--- config.mk ---
export PLATFORM = sky130hd
export DESIGN_NAME = tft_timing_gen
export DESIGN_NICKNAME = d
export VERILOG_FILES = /design/src/rtl/tft_timing_gen.sv
export SDC_FILE = /design/constraint.sdc
export NUM_CORES = 1
export LEC_CHECK = 0
export BUFFER_PORTS_ARGS = -buffer_cell sky130_fd_sc_hd__buf_2
export CAP_MARGIN = 20
export CORE_MARGIN = 2
export CORE_UTILIZATION = 47
export DETAILED_ROUTE_END_ITERATION = 8
export PLACE_DENSITY = 0.76
export SLEW_MARGIN = 10
export SYNTH_ARGS = -nofsm -noshare
export SYNTH_HDL_FRONTEND = slang
export SYNTH_SLANG_ARGS = --single-unit
--- constraint.sdc ---
create_clock -name i_clk -period 2.5 [get_ports i_clk]
set_input_delay 0.375 -clock i_clk [delete_from_list [all_inputs] [get_ports i_clk]]
set_output_delay 0.375 -clock i_clk [all_outputs]
set_load 0.1 [all_outputs]
--- src/rtl/tft_timing_gen.sv ---
// Raster timing generator and registered pixel output stage for an 800x480 TFT panel.
// Drives row/column pointers into combinational frame storage and registers RGB, DE and syncs.
module tft_timing_gen #(
    parameter int          H_ACTIVE       = 800,
    parameter int          H_FP           = 40,
    parameter int          H_SYNC         = 48,
    parameter int          H_BP           = 40,
    parameter int          V_ACTIVE       = 480,
    parameter int          V_FP           = 13,
    parameter int          V_SYNC         = 3,
    parameter int          V_BP           = 29,
    parameter logic [15:0] FRAME_CNT_INIT = 16'd0
) (
    input  logic        i_clk,
    input  logic        i_rst,
    input  logic        i_en,
    output logic [15:0] o_row_pixel,
    output logic [15:0] o_col_pixel,
    input  logic [7:0]  i_Red,
    input  logic [7:0]  i_Green,
    input  logic [7:0]  i_Blue,
    output logic [7:0]  o_tft_r,
    output logic [7:0]  o_tft_g,
    output logic [7:0]  o_tft_b,
    output logic        o_de,
    output logic        o_hsync_n,
    output logic        o_vsync_n,
    output logic        o_frame_start,
    output logic [15:0] o_frame_cnt,
    output logic        o_dbg_state
);

    localparam int H_TOTAL = H_ACTIVE + H_FP + H_SYNC + H_BP;
    localparam int V_TOTAL = V_ACTIVE + V_FP + V_SYNC + V_BP;
    localparam int HW      = $clog2(H_TOTAL);
    localparam int VW      = $clog2(V_TOTAL);

    localparam logic [HW-1:0] H_ACT_C  = HW'(H_ACTIVE);
    localparam logic [HW-1:0] H_LAST_C = HW'(H_TOTAL - 1);
    localparam logic [HW-1:0] HS_BEG_C = HW'(H_ACTIVE + H_FP);
    localparam logic [HW-1:0] HS_END_C = HW'(H_ACTIVE + H_FP + H_SYNC - 1);
    localparam logic [VW-1:0] V_ACT_C  = VW'(V_ACTIVE);
    localparam logic [VW-1:0] V_LAST_C = VW'(V_TOTAL - 1);
    localparam logic [VW-1:0] VS_BEG_C = VW'(V_ACTIVE + V_FP);
    localparam logic [VW-1:0] VS_END_C = VW'(V_ACTIVE + V_FP + V_SYNC - 1);

    localparam logic [0:0] ST_IDLE = 1'b0;
    localparam logic [0:0] ST_RUN  = 1'b1;

    logic [0:0]    state_q, state_d;
    logic [HW-1:0] h_cnt_q, h_cnt_d;
    logic [VW-1:0] v_cnt_q, v_cnt_d;
    logic [15:0]   col_q, col_d;
    logic [15:0]   row_q, row_d;
    logic [7:0]    r_q, r_d;
    logic [7:0]    g_q, g_d;
    logic [7:0]    b_q, b_d;
    logic          de_q, de_d;
    logic          hs_n_q, hs_n_d;
    logic          vs_n_q, vs_n_d;
    logic          fs_q, fs_d;
    logic [15:0]   fcnt_q, fcnt_d;

    logic run;
    logic h_last;
    logic v_last;
    logic active;
    logic hs_win;
    logic vs_win;

    always_comb begin
        run    = (state_q == ST_RUN);
        h_last = (h_cnt_q == H_LAST_C);
        v_last = (v_cnt_q == V_LAST_C);

        state_d = state_q;
        h_cnt_d = h_cnt_q;
        v_cnt_d = v_cnt_q;
        fcnt_d  = fcnt_q;

        // Enable is only honoured at the final cycle of a frame, so frames are never cut short.
        case (state_q)
            ST_IDLE: begin
                h_cnt_d = '0;
                v_cnt_d = '0;
                if (i_en) begin
                    state_d = ST_RUN;
                end
            end
            ST_RUN: begin
                if (h_last) begin
                    h_cnt_d = '0;
                    if (v_last) begin
                        v_cnt_d = '0;
                        fcnt_d  = fcnt_q + 16'd1;
                        if (!i_en) begin
                            state_d = ST_IDLE;
                        end
                    end else begin
                        v_cnt_d = v_cnt_q + VW'(1);
                    end
                end else begin
                    h_cnt_d = h_cnt_q + HW'(1);
                end
            end
            default: begin
                state_d = ST_IDLE;
                h_cnt_d = '0;
                v_cnt_d = '0;
            end
        endcase

        active = run && (h_cnt_q < H_ACT_C) && (v_cnt_q < V_ACT_C);
        hs_win = run && (h_cnt_q >= HS_BEG_C) && (h_cnt_q <= HS_END_C);
        vs_win = run && (v_cnt_q >= VS_BEG_C) && (v_cnt_q <= VS_END_C);

        // Pointers track the next counter value so storage data lines up with the current count.
        col_d = (h_cnt_d < H_ACT_C) ? 16'(h_cnt_d) : 16'd0;
        row_d = (v_cnt_d < V_ACT_C) ? 16'(v_cnt_d) : 16'd0;

        r_d    = active ? i_Red   : 8'd0;
        g_d    = active ? i_Green : 8'd0;
        b_d    = active ? i_Blue  : 8'd0;
        de_d   = active;
        hs_n_d = ~hs_win;
        vs_n_d = ~vs_win;
        fs_d   = run && (h_cnt_q == '0) && (v_cnt_q == '0);
    end

    always_ff @(posedge i_clk or posedge i_rst) begin
        if (i_rst) begin
            state_q <= ST_IDLE;
            h_cnt_q <= '0;
            v_cnt_q <= '0;
            col_q   <= 16'd0;
            row_q   <= 16'd0;
            r_q     <= 8'd0;
            g_q     <= 8'd0;
            b_q     <= 8'd0;
            de_q    <= 1'b0;
            hs_n_q  <= 1'b1;
            vs_n_q  <= 1'b1;
            fs_q    <= 1'b0;
            fcnt_q  <= FRAME_CNT_INIT;
        end else begin
            state_q <= state_d;
            h_cnt_q <= h_cnt_d;
            v_cnt_q <= v_cnt_d;
            col_q   <= col_d;
            row_q   <= row_d;
            r_q     <= r_d;
            g_q     <= g_d;
            b_q     <= b_d;
            de_q    <= de_d;
            hs_n_q  <= hs_n_d;
            vs_n_q  <= vs_n_d;
            fs_q    <= fs_d;
            fcnt_q  <= fcnt_d;
        end
    end

    assign o_row_pixel   = row_q;
    assign o_col_pixel   = col_q;
    assign o_tft_r       = r_q;
    assign o_tft_g       = g_q;
    assign o_tft_b       = b_q;
    assign o_de          = de_q;
    assign o_hsync_n     = hs_n_q;
    assign o_vsync_n     = vs_n_q;
    assign o_frame_start = fs_q;
    assign o_frame_cnt   = fcnt_q;
    assign o_dbg_state   = state_q;

endmodule

==> impl_results.md <==
* Status: finished, final reports clean
* Clock share of power at 0.343
* H-Tree Depth at 3
* Worst path depth at 6
* # Post-CTS Setup Buffers at 0
* Final TNS setup at 0 ps
* Die Width at 93.5 microns
* 1st-pass router iterations at 4
* Share of total power in sequential cells at 0.535
* Gp weighted congestion at 0.893
* DRC Markers at 0
* First-pass GRT wire length at 13000 microns
* P_int at 0.00185 W
* Max Clk Rate at 429 MHz
* Yosys warns at 0
* Worst r2r path cells at 6
* Cts hold-fix bufs at 0
* WS Path Type: reg2reg
* Post-synth cell types at 55
* VDD IR max at 0.521 mV
* Worst r2r src: h_cnt_q[0]
* Final wirelength at 7670 microns
* R2r setup slk at 170 ps
* Clock slew at the register clock pins of the worst setup and hold paths at 80 ps
* Placed Cells at 524
* I/O Pins at 104
* FF-to-FF End: o_frame_cnt[11]
* Setup ws final at 166 ps
* Pin count of the biggest net entering global routing at 36
* Detail Placement HPWL at 5730 microns
* Placeable Area at 7730 sq um
* Endpoints failing hold at 0
* Via density per instance at 5.17
* Vias in the first global route at 2817
* Setup crit end: o_frame_cnt[11]
* PwrDens at 576 nW/um^2
* CTS Root Cell: clkbuf_8
* P&R area growth vs syn at 20.8%
* Register area at 2130 sq um
* Worst EP arrival at 2580 ps
* Initial antenna violation count at 0
* WP data required at 2750 ps
* TritonCTS clock tree: built
* DIE AREA at 8730 sq um
* Worst hold path class: in2async
* TritonCTS buffer count at 9
* Via count at 2792
* Post-synthesis sequential area ratio at 0.566
* Final std cells w/o fill at 540
* Netlist Area Pre-Place at 3760 sq um
* Multi-input logic area at 1490 sq um
* Wire length per cell at 14.2 microns
* Die height at 93.5 microns
* Post-layout util at 0.588
* Synth area leaders: dfrtp_1, and2_1, xor2_1
* Switching Fraction at 0.291
* IO buf count at 91
* Combinational share of power at 0.122
* Fill count at 658
* Gate Count Post-Synth at 331
* Pleak at 2.26 nW
* Row count at 32
* Synthesized area per cell at 11.4 sq um
* Pre-CTS setup slack at 180 ps
* TritonCTS Sinks at 85
* RSZ-0062 raised after global routing: no
* Crit. End Element: flop
* Synth async-reset ratio at 1.00
* Post-CTS sizing at 0
* CP max stage delay at 610 ps
* Post-synth EDFFs at 0
* Worst Clk Skew at 7.96 ps
* Initial core utilization at 0.487
* Crit path cell chain: ha_1 > nand4_4 > or3_1 > nor4_4 > nand4_1 > xnor2_1
* Crit. Startpoint: h_cnt_q[0]
* Overflow after GRT at 0
* Max-slew violations at 0
* Remaining antenna violation count at 0
* Total power at 0.00262 W
* Yosys reg bits at 85
* Switching pwr at 0.000761 W
* Gr usage total at 0.190
* Latest clock arrival within the worst-skew pair at 350 ps
* CTS Buffer Depth at 2
* Worst-Margin Slew at 679 ps
* Cell family with most CP delay: simple AND/OR/NAND/NOR gates
* Crit-path slowest cell: or3_1
* # diodes at 0
* WP buf/inv at 0
* Worst-path fanout max at 9
* Startpoint types: flop
* Max-cap violation count at 0
* Nets at 466
* Max_slew headroom at 0.546
* Top-area cell type share of the netlist area at 0.552
* Final setup violation count at 0
* Layout cells sized above 1 at 0.313
* Synth area leader: dfrtp_1
* Ys flop type: dfrtp_1
* 1st-iter DRT viols at 202
* Final min period at 2330 ps
* Tcrit/Tclk final at 0.933
## power groups by stage
stage / sequential, W / clock (W) / combinational [W]
global route: 0.00140 / 0.000980 / 0.000335
CTS: 0.00140 / 0.000928 / 0.000323
detailed placement: 0.00143 / 0 / 0.000323
finish: 0.00140 / 0.000896 / 0.000320
floorplan: 0.00158 / 0 / 0.000126
global placement: 0.00143 / 0 / 0.000320
## routing by layer
metal	GRT usage	routed length [microns]	vias to the layer above
met5	0	0	-
met1	0.239	3210	1355
met2	0.300	3680	106
li1	-	-	1324
met4	0.0515	85	0
met3	0.0846	694	7
## cells in the mapped netlist, types with 3 or more instances
master / count
inv_1: 8
nand4_1: 10
nand2_1: 12
xnor2_1: 14
or3_1: 5
ha_1: 6
nor4_1: 5
and4_1: 3
clkbuf_1: 8
nor2_1: 23
buf_2: 6
dfrtp_1: 83
nand3_1: 15
o211ai_1: 3
xor2_1: 15
nand2b_1: 3
nor3_1: 22
and2_1: 27
buf_4: 12
and3_1: 9
## metrics by stage
| stage | hold slack, ps | cell area [sq um] |
|---|---|---|
| finish | 115 | 4540 |
| global route | 156 | 4540 |
| CTS | 119 | 4540 |
| detailed placement | 456 | 4360 |
| global placement | 451 | 4360 |
| floorplan | 483 | 3810 |
## placed cells by master (no fill, tap or decap), types with 3 or more instances in the layout
| cell type | instances |
|---|---|
| nor2_1 | 23 |
| dfrtp_1 | 83 |
| nand2_1 | 12 |
| inv_1 | 7 |
| nor4_1 | 5 |
| ha_1 | 6 |
| clkbuf_8 | 11 |
| clkinvlp_4 | 4 |
| nor3_1 | 22 |
| conb_1 | 13 |
| and3_1 | 9 |
| xor2_1 | 15 |
| nand2b_1 | 3 |
| buf_2 | 91 |
| o211ai_1 | 3 |
| nand3_1 | 15 |
| buf_4 | 14 |
| or3_1 | 5 |
| xnor2_1 | 14 |
| and2_1 | 27 |
| nand4_1 | 10 |
| and4_1 | 3 |
## sequential cells by signal, indices dropped and copies added (netlist names)
name           flops
o_frame_cnt       16
h_cnt_q           10
o_col_pixel       10
o_row_pixel       10
v_cnt_q           10
o_tft_b            8
o_tft_g            8
o_tft_r            8
o_dbg_state        1
o_de               1
o_frame_start      1
o_hsync_n          1
o_vsync_n          1
## worst min-delay path by stage
stage | startpoint | end | slack, ps | cells past startpoint
finish | i_rst | o_tft_r[4] | 120 | 2
global route | i_rst | o_tft_r[4] | 160 | 2
floorplan | i_en | o_dbg_state | 480 | 1
detailed placement | o_frame_cnt[15] | o_frame_cnt[15] | 460 | 1
CTS | i_rst | o_tft_g[2] | 120 | 2
global placement | o_frame_cnt[15] | o_frame_cnt[15] | 450 | 1
## final cells by class
cell class,instances,area share
flip-flops and latches,85,0.469
multi-input cells,223,0.327
repair buffers,106,0.128
clock buffers,12,0.0342
well taps,102,0.0281
inverters,8,0.00744
clock inverters,4,0.00689
## logic make-up (layout without fill, tap and decap cells)
logic type                 count (synthesis)  after routing  share of synthesized area
DFF                                       85             85                      0.566
other                                      1             13                   0.000997
xor gates and xnor gates                  29             29                     0.0675
muxes                                      1              1                    0.00299
and+or+nand+nor                          153            153                      0.245
adders and majority gates                  6              6                     0.0200
buffers and inverters                     35            130                     0.0509
AOI/OAI and AO/OA                         21             21                     0.0469
(Power assumes the default switching activity.)
